File: src/rtl/pc_sequencer.sv
`default_nettype none
// ============================================================================
// Module      : pc_sequencer
// Description : Program counter and fetch/execute sequencer for the ForthCPU
//               core. Fetches an instruction over a ready handshake, holds it
//               in IR while the execute datapath runs, commits the next PC
//               from the branch selects, and handles maskable interrupt entry
//               and a HALT state.
// Revision    : 1.0 - initial release
// ----------------------------------------------------------------------------
// Ports
//   CLK, RESET           clock; synchronous active-high reset
//   MEM_READY, INSTR_IN  instruction fetch handshake and data
//   EXEC_DONE            execute datapath finished current instruction
//   PC_OFFSETX, PC_BASEX branch selects (offset instead of INC, base reg
//                        instead of PC)
//   BASE_IN, OFFSET_IN   absolute base and two's-complement byte offset
//   HALT_REQ             halt after the current instruction
//   INT_REQ, INT_VECTOR  level interrupt request and entry address
//   IE_SETX, IE_CLRX     interrupt enable set / clear (clear wins)
//   PC_OUT, FETCH_REQ    fetch address and fetch-in-progress
//   IR_OUT               instruction register
//   EXEC_STARTX          pulse on first EXECUTE cycle
//   INT_ACK, RET_PC      interrupt entry pulse and saved return PC
//   IE, HALTED, STATE    interrupt enable, halt status, debug state code
// ============================================================================
module pc_sequencer #(
  parameter int               WIDTH        = 16,
  parameter logic [WIDTH-1:0] RESET_VECTOR = '0,
  parameter int               INC          = 2
) (
  input  logic             CLK,
  input  logic             RESET,
  input  logic             MEM_READY,
  input  logic [WIDTH-1:0] INSTR_IN,
  input  logic             EXEC_DONE,
  input  logic             PC_OFFSETX,
  input  logic             PC_BASEX,
  input  logic [WIDTH-1:0] BASE_IN,
  input  logic [WIDTH-1:0] OFFSET_IN,
  input  logic             HALT_REQ,
  input  logic             INT_REQ,
  input  logic [WIDTH-1:0] INT_VECTOR,
  input  logic             IE_SETX,
  input  logic             IE_CLRX,
  output logic [WIDTH-1:0] PC_OUT,
  output logic             FETCH_REQ,
  output logic [WIDTH-1:0] IR_OUT,
  output logic             EXEC_STARTX,
  output logic             INT_ACK,
  output logic [WIDTH-1:0] RET_PC,
  output logic             IE,
  output logic             HALTED,
  output logic [2:0]       STATE
);

  typedef enum logic [2:0] {
    ST_FETCH     = 3'd0,
    ST_EXECUTE   = 3'd1,
    ST_INTERRUPT = 3'd2,
    ST_HALT      = 3'd3
  } state_t;

  localparam logic [WIDTH-1:0] C_INC = WIDTH'(INC);

  state_t           state_q, state_d;
  logic [WIDTH-1:0] pc_q, pc_d;
  logic [WIDTH-1:0] ir_q, ir_d;
  logic [WIDTH-1:0] ret_pc_q, ret_pc_d;
  logic             ie_q, ie_d;
  logic             exec_start_q, exec_start_d;

  logic [WIDTH-1:0] w_base;
  logic [WIDTH-1:0] w_incr;
  logic             w_int_take;

  assign w_base = PC_BASEX   ? BASE_IN   : pc_q;
  assign w_incr = PC_OFFSETX ? OFFSET_IN : C_INC;

  // Interrupt decisions always use the registered enable, so a set arriving
  // in the same cycle as the boundary does not take effect there.
  assign w_int_take = INT_REQ & ie_q;

  always_comb begin
    state_d      = state_q;
    pc_d         = pc_q;
    ir_d         = ir_q;
    ret_pc_d     = ret_pc_q;
    exec_start_d = 1'b0;

    ie_d = ie_q;
    if (IE_SETX) ie_d = 1'b1;
    if (IE_CLRX) ie_d = 1'b0;

    case (state_q)
      ST_FETCH: begin
        if (MEM_READY) begin
          ir_d         = INSTR_IN;
          exec_start_d = 1'b1;
          state_d      = ST_EXECUTE;
        end
      end
      ST_EXECUTE: begin
        if (EXEC_DONE) begin
          pc_d = w_base + w_incr;
          if (w_int_take)    state_d = ST_INTERRUPT;
          else if (HALT_REQ) state_d = ST_HALT;
          else               state_d = ST_FETCH;
        end
      end
      ST_INTERRUPT: begin
        // pc_q already holds the committed next PC, which is the return point.
        ret_pc_d = pc_q;
        pc_d     = INT_VECTOR;
        ie_d     = 1'b0;
        state_d  = ST_FETCH;
      end
      ST_HALT: begin
        if (w_int_take) state_d = ST_INTERRUPT;
      end
      default: state_d = ST_FETCH;
    endcase
  end

  always_ff @(posedge CLK) begin
    if (RESET) begin
      state_q      <= ST_FETCH;
      pc_q         <= RESET_VECTOR;
      ir_q         <= '0;
      ret_pc_q     <= '0;
      ie_q         <= 1'b0;
      exec_start_q <= 1'b0;
    end else begin
      state_q      <= state_d;
      pc_q         <= pc_d;
      ir_q         <= ir_d;
      ret_pc_q     <= ret_pc_d;
      ie_q         <= ie_d;
      exec_start_q <= exec_start_d;
    end
  end

  // Status outputs decode registered state; they are forced low while reset
  // is held so nothing appears active before the first post-reset cycle.
  assign PC_OUT      = pc_q;
  assign IR_OUT      = ir_q;
  assign RET_PC      = ret_pc_q;
  assign IE          = ie_q;
  assign STATE       = state_q;
  assign FETCH_REQ   = ~RESET & (state_q == ST_FETCH);
  assign EXEC_STARTX = ~RESET & exec_start_q;
  assign INT_ACK     = ~RESET & (state_q == ST_INTERRUPT);
  assign HALTED      = ~RESET & (state_q == ST_HALT);

endmodule
`default_nettype wire

File: config.mk
export PLATFORM = sky130hd
export DESIGN_NAME = pc_sequencer
export DESIGN_NICKNAME = d
export VERILOG_FILES = /design/src/rtl/pc_sequencer.sv
export SDC_FILE = /design/constraint.sdc
export NUM_CORES = 1
export LEC_CHECK = 0
export ABC_AREA = 1
export CORE_ASPECT_RATIO = 0.8
export CORE_MARGIN = 2
export CORE_UTILIZATION = 48
export DETAILED_ROUTE_END_ITERATION = 7
export MAX_ROUTING_LAYER = met4
export PLACE_DENSITY = 0.94
export SLEW_MARGIN = 20
export SYNTH_ARGS = -nofsm -noshare
export SYNTH_HDL_FRONTEND = slang
export SYNTH_SLANG_ARGS = --single-unit
export TNS_END_PERCENT = 1
File: constraint.sdc
create_clock -name CLK -period 5.6 [get_ports CLK]
set_input_delay 1.12 -clock CLK [delete_from_list [all_inputs] [get_ports CLK]]
set_output_delay 1.12 -clock CLK [all_outputs]
set_load 0.01 [all_outputs]
==> impl_table.tex, run 1 <==
\begin{tabular}{lr}
\hline
Metric & Value \\
\hline
\multicolumn{2}{l}{\textbf{Run status}} \\
\quad Outcome & completed \\
\multicolumn{2}{l}{\textbf{Logic synthesis}} \\
\quad Mapped cell area & 3300 sq um \\
\quad Cell taking the most area after synthesis & dfxtp\_1 \\
\quad Post-synthesis area per instance & 6.45 sq um \\
\quad Synth Net Count & 602 \\
\quad Sequential fraction of the synthesis area & 0.315 \\
\quad Count of cell types in the netlist & 35 \\
\quad Yosys warns & 0 \\
\quad Cell types with the largest area share after synthesis & dfxtp\_1 32\%, nand2\_1 15\%, inv\_1 8.2\% \\
\quad Synth top area share & 0.315 \\
\quad Gate Count Post-Synth & 512 \\
\quad Yosys reg bits & 52 \\
\multicolumn{2}{l}{\textbf{STA}} \\
\quad Endpoints failing hold & 0 \\
\quad Setup repair after global routing missed its margin & false \\
\quad Final setup fails & 0 \\
\quad Final worst setup slack & 1.60 ns \\
\quad Final setup TNS & 0 ns \\
\quad Max Fclk & 250 MHz \\
\quad Final Max Slew Viols & 0 \\
\quad Tmin final & 4.00 ns \\
\quad Least-Margin Pin Slew & 1.03 ns \\
\quad Worst hold margin & 0.495 ns \\
\quad Clock skew & 0.00501 ns \\
\quad Period Utilization, post-route & 0.715 \\
\quad Max-slew headroom & 0.315 \\
\multicolumn{2}{l}{\textbf{Global route}} \\
\quad Maximum number of pins on one net before global-route repair & 41 \\
\quad First-pass GRT wire length & 16.6 mm \\
\quad Initial antenna violation count & 0 \\
\quad Vias in the first global route & 3651 \\
\quad Total grt overflow & 0 \\
\quad Overall routing resource usage & 0.274 \\
\multicolumn{2}{l}{\textbf{Floorplan}} \\
\quad Overall die area & 7560 sq um \\
\quad Standard-cell row count & 27 \\
\quad Floorplan Core Area & 6760 sq um \\
\quad Initial Util & 0.489 \\
\quad Top-level port count & 130 \\
\quad Die Wd & 96.7 um \\
\quad Height of the die & 78.2 um \\
\multicolumn{2}{l}{\textbf{Power}} \\
\quad Highest ir drop seen on vdd & 0.137 mV \\
\quad Leakage power & 2.17 nW \\
\quad Pwr/cell area & 221 nW/um\^{}2 \\
\multicolumn{2}{l}{\textbf{Placement}} \\
\quad Final weighted congestion in routability-driven placement & 0.968 \\
\quad DP Wirelength & 8.04 mm \\
\quad Worst slack after detailed placement & 1.48 ns \\
\quad Number of buffers inserted by port buffering & 128 \\
\multicolumn{2}{l}{\textbf{Clock network}} \\
\quad Total clock buffers created by CTS & 5 \\
\quad Number of clock sinks & 52 \\
\quad Hold-fix buffers, CTS & 0 \\
\quad Number of buffers between clock root and the deepest sink & 2 \\
\quad Resize count post-CTS & 0 \\
\quad Post-CTS setup buffer count & 0 \\
\quad Root buffer cell & clkbuf\_8 \\
\quad H-tree levels & 2 \\
\quad TritonCTS clock tree & done \\
\quad Clock-pin slew on the worst setup and hold paths & 0.09 ns \\
\quad Worst-Skew Late Latency & 0.31 ns \\
\multicolumn{2}{l}{\textbf{Route}} \\
\quad Remaining routing DRC violations & 0 \\
\quad First DRT Iteration DRCs & 210 \\
\quad Remaining antenna violation count after routing & 0 \\
\quad Number of vias in the routed layout & 3752 \\
\quad Drt first pass iters & 6 \\
\quad Routed len/inst & 14.7 um \\
\quad Final WL & 10.4 mm \\
\quad Via/cell ratio & 5.27 \\
\multicolumn{2}{l}{\textbf{Layout}} \\
\quad Final Net Count & 715 \\
\quad Antenna cell count & 0 \\
\quad Area used by sequential logic in the layout & 1040 sq um \\
\quad Fin util & 0.692 \\
\quad Area of the multi-input gates & 1830 sq um \\
\quad Filler cells & 551 \\
\quad Layout cell share with drive strength beyond 1 & 0.0496 \\
\quad Synth-to-layout area growth & 41.6\% \\
\multicolumn{2}{l}{\textbf{Min path}} \\
\quad Hold Crit Class & flip-flop to flip-flop \\
\multicolumn{2}{l}{\textbf{Job}} \\
\quad Max-cap violation count & 0 \\
\multicolumn{2}{l}{\textbf{Worst setup path}} \\
\quad WP data required & 4.48 ns \\
\quad Class of the most critical setup path & input pin to output port \\
\quad Biggest fanout along the worst timing path & 19 \\
\quad Element type at the critical path end & output port \\
\quad Category of the worst setup path launch point & input pin \\
\quad Critical path arrival & 2.88 ns \\
\hline
\end{tabular}
[layout make-up]
cell class	count	area share
clock buffers	5	0.0147
clock inverters	2	0.0128
inverters	77	0.0618
multi-input cells	361	0.391
flip-flops and latches	52	0.223
well taps	87	0.0233
repair buffers	128	0.274
[cell usage after synthesis]
cell type	instances
a311oi_1	1
inv_1	72
ha_1	15
inv_2	5
or2_1	1
conb_1	1
fa_1	1
a21oi_4	1
a21oi_1	27
o21ai_2	10
clkbuf_1	6
buf_4	4
a31oi_1	2
buf_6	5
a221oi_2	2
nand3_1	34
o311ai_0	1
nor2_4	2
nor3_1	2
dfxtp_1	52
nand2_1	134
xnor2_1	3
nor2_2	1
nor4_1	1
or2_0	1
buf_2	5
o21ai_0	45
nand3b_1	2
xor2_1	4
and2_4	1
clkbuf_2	2
nand4_1	1
nor2_1	65
o31ai_1	1
nor3_2	2
[metal layers]
metal | GRT usage | wire (um) | vias up
met4 | 0.0901 | 269 | 0
met1 | 0.326 | 4500 | 1728
met2 | 0.467 | 4960 | 165
met5 | - | 0 | -
li1 | - | - | 1836
met3 | 0.0588 | 721 | 23
[critical path, cell delays in order]
cell	delay (ns)
clkdlybuf4s50_1	0.83
nor3_1	0.36
clkdlybuf4s50_1	0.58
[path summary, 6_finish.rpt]
check | start | endpoint | slack [ns] | cells after the start
hold / removal | IR_OUT[0] | IR_OUT[0] | 0.50 | 2
setup reg to reg | PC_OUT[1] | PC_OUT[13] | 3.44 | 13
setup / recovery | RESET | HALTED | 1.60 | 3
hold reg to reg | IR_OUT[0] | IR_OUT[0] | 0.50 | 2
[power breakdown]
part	internal, mW	switching, mW
combinational	0.150	0.170
clock	0.176	0.127
sequential	0.394	0.0184
total	0.721	0.314
[registers in the layout, summed over array words and instances (netlist names)]
name and cells:
IR_OUT 16, PC_OUT 16, RET_PC 16, STATE 2, IE 1, exec_start_q 1
[placed cells by master (no fill, tap or decap), drive strengths merged]
cell / netlist / layout
fa: 1 / 1
ha: 15 / 15
and2: 1 / 1
o31ai: 1 / 1
a311oi: 1 / 1
a221oi: 2 / 2
xor2: 4 / 4
nor4: 1 / 1
nor3: 4 / 4
conb: 1 / 1
a31oi: 2 / 2
a21oi: 28 / 28
nand4: 1 / 1
nand3b: 2 / 2
clkdlybuf4s50: 0 / 128
o21ai: 55 / 55
o311ai: 1 / 1
nand2: 134 / 134
nor2: 68 / 68
xnor2: 3 / 3
clkbuf: 8 / 5
nand3: 34 / 34
inv: 77 / 77
bufinv: 0 / 2
or2: 2 / 2
dfxtp: 52 / 52
[per-stage QoR]
stage	power, mW	area [sq um]	instances
finish	1.04	4680	712
global route	1.08	4680	712
CTS	1.03	4680	712
detailed placement	0.735	4550	705
global placement	0.723	4550	705
floorplan	0.594	3300	512
[logic make-up after synthesis]
| family | synth area share |
|---|---|
| compound gates | 0.161 |
| xor+xnor | 0.0186 |
| fa+ha+maj | 0.0629 |
| buf+inv | 0.131 |
| flops | 0.315 |
| other cells | 0.00114 |
| simple gates | 0.310 |
(Power assumes the default switching activity.)
==> inputs of run 2 (changes only) <==
Settings changed: CORE_UTILIZATION 48 to 44, PLACE_DENSITY 0.94 to 0.88.
Clock period 5.6 ns to 3.7 ns, I/O delays scaled along.
==> run 2 against run 1 <==
Final cell count grew 1.1%; clock power grew 22%; sequential power grew 51%; clock skew grew 0.0019 ns; combinational power grew 51%; register-to-register slack lost 1.8 ns; power grew 43%; sequential share of layout area shrank 0.089 points; critical path depth grew 2; critical endpoint is now INT_ACK; largest cell class unchanged.
==> impl_table.tex, run 2 (synthesis results as in run 1) <==
\begin{tabular}{lr}
\hline
Metric & Value \\
\hline
\multicolumn{2}{l}{\textbf{Run status}} \\
\quad Outcome & completed \\
\multicolumn{2}{l}{\textbf{Clock network}} \\
\quad H-tree levels & 2 \\
\quad Number of buffers between clock root and the deepest sink & 2 \\
\quad Post-CTS setup buffer count & 0 \\
\quad Number of clock sinks & 52 \\
\quad Total clock buffers created by CTS & 5 \\
\quad Worst-Skew Late Latency & 0.30 ns \\
\quad Resize count post-CTS & 0 \\
\quad Clock-pin slew on the worst setup and hold paths & 0.09 ns \\
\quad Root buffer cell & clkbuf\_8 \\
\quad TritonCTS clock tree & done \\
\quad Hold-fix buffers, CTS & 0 \\
\multicolumn{2}{l}{\textbf{Route}} \\
\quad Remaining antenna violation count after routing & 0 \\
\quad Routed len/inst & 14.0 um \\
\quad Number of vias in the routed layout & 3673 \\
\quad Final WL & 10.1 mm \\
\quad Remaining routing DRC violations & 0 \\
\quad Drt first pass iters & 5 \\
\quad First DRT Iteration DRCs & 241 \\
\quad Via/cell ratio & 5.10 \\
\multicolumn{2}{l}{\textbf{STA}} \\
\quad Period Utilization, post-route & 0.849 \\
\quad Final setup TNS & 0 ns \\
\quad Clock skew & 0.00690 ns \\
\quad Least-Margin Pin Slew & 0.711 ns \\
\quad Endpoints failing hold & 0 \\
\quad Setup repair after global routing missed its margin & false \\
\quad Final worst setup slack & 0.557 ns \\
\quad Max-slew headroom & 0.525 \\
\quad Tmin final & 3.14 ns \\
\quad Final setup fails & 0 \\
\quad Max Fclk & 318 MHz \\
\quad Final Max Slew Viols & 0 \\
\multicolumn{2}{l}{\textbf{Global route}} \\
\quad First-pass GRT wire length & 15.3 mm \\
\quad Maximum number of pins on one net before global-route repair & 41 \\
\quad Overall routing resource usage & 0.239 \\
\quad Initial antenna violation count & 0 \\
\quad Total grt overflow & 0 \\
\quad Vias in the first global route & 3312 \\
\multicolumn{2}{l}{\textbf{Floorplan}} \\
\quad Height of the die & 81.5 um \\
\quad Initial Util & 0.451 \\
\quad Standard-cell row count & 28 \\
\quad Floorplan Core Area & 7320 sq um \\
\quad Top-level port count & 130 \\
\quad Overall die area & 8220 sq um \\
\quad Die Wd & 101 um \\
\multicolumn{2}{l}{\textbf{Min path}} \\
\quad Hold Crit Class & flip-flop to flip-flop \\
\quad Hold path endpoint & PC\_OUT[8] \\
\quad Count of cells along the worst hold path & 2 \\
\quad Worst Hold Launch & PC\_OUT[8] \\
\multicolumn{2}{l}{\textbf{Worst setup path}} \\
\quad Biggest fanout along the worst timing path & 40 \\
\quad Element type at the critical path end & output port \\
\quad WP data required & 2.96 ns \\
\quad Worst R2R Setup Slack & 1.64 ns \\
\quad Worst-case reg-to-reg path depth & 13 \\
\quad FF-to-FF Start & PC\_OUT[7] \\
\quad FF-to-FF End & PC\_OUT[13] \\
\quad Class of the most critical setup path & flip-flop to output port \\
\quad Critical path arrival & 2.40 ns \\
\quad Category of the worst setup path launch point & flip-flop \\
\multicolumn{2}{l}{\textbf{Job}} \\
\quad Max-cap violation count & 0 \\
\multicolumn{2}{l}{\textbf{Placement}} \\
\quad DP Wirelength & 8.02 mm \\
\quad Final weighted congestion in routability-driven placement & 0.906 \\
\quad Worst slack after detailed placement & 0.367 ns \\
\quad Number of buffers inserted by port buffering & 128 \\
\multicolumn{2}{l}{\textbf{Layout}} \\
\quad Antenna cell count & 0 \\
\quad Filler cells & 628 \\
\quad Layout cell share with drive strength beyond 1 & 0.0571 \\
\quad Area of the multi-input gates & 1830 sq um \\
\quad Final Net Count & 721 \\
\quad Synth-to-layout area growth & 42.2\% \\
\quad Commonest non-fill, non-tap cell in the layout & nand2\_1 \\
\quad Area used by sequential logic in the layout & 1040 sq um \\
\quad Commonest non-fill, non-tap cells in the layout & 134 x nand2\_1, 128 x clkdlybuf4s50\_1, 72 x inv\_1 \\
\multicolumn{2}{l}{\textbf{Power}} \\
\quad Leakage power & 2.18 nW \\
\quad Highest ir drop seen on vdd & 0.199 mV \\
\quad Pwr/cell area & 315 nW/um\^{}2 \\
\quad Power Total & 1.48 mW \\
\hline
\end{tabular}
-- run 2: power by group --
| group | internal, mW | total [mW] | switching, mW |
|---|---|---|---|
| logic | 0.232 | 0.484 | 0.252 |
| registers | 0.597 | 0.624 | 0.0275 |
| clock network | 0.194 | 0.371 | 0.176 |
-- run 2: layer usage --
layer  track usage  share of wire  vias up
li1              -              -     1841
met1         0.306           0.44     1660
met2         0.402           0.48      159
met3        0.0409          0.069       13
met4        0.0466          0.013        0
met5             -              0        -
-- run 2: cell type report --
class                      instances  share of cell area
sequential                        52               0.222
multi-input combinational        361               0.389
clock buffer                       5              0.0147
inverter                          77              0.0615
timing repair buffer             134               0.282
tap                               90              0.0240
clock inverter                     1             0.00639
-- run 2: through the flow --
step	cells	util	area, sq um	hold WS [ns]
floorplan	512	-	3300	0.499
global placement	714	0.628	4600	0.464
detailed placement	714	0.628	4600	0.471
CTS	720	0.641	4700	0.486
global route	720	0.641	4700	0.503
finish	720	0.641	4700	0.484
-- run 2: worst max-delay path by stage --
stage                          start         end  slack (ns)  cells past startpoint
after global routing        PC_BASEX  PC_OUT[13]        0.41                     15
after CTS                   STATE[1]     INT_ACK        0.58                      5
after detailed placement    PC_BASEX  PC_OUT[13]        0.37                     15
after global placement      PC_BASEX  PC_OUT[15]        0.48                     13
after floorplan           PC_OFFSETX   PC_OUT[8]        1.23                     13
final                       STATE[1]     INT_ACK        0.56                      5
-- run 2: critical path, stage by stage, from the launching register on --
cell	delay, ns
dfxtp_1	0.47
inv_2	0.10
nor2_4	0.35
inv_2	0.40
nor2_4	0.21
clkdlybuf4s50_1	0.56
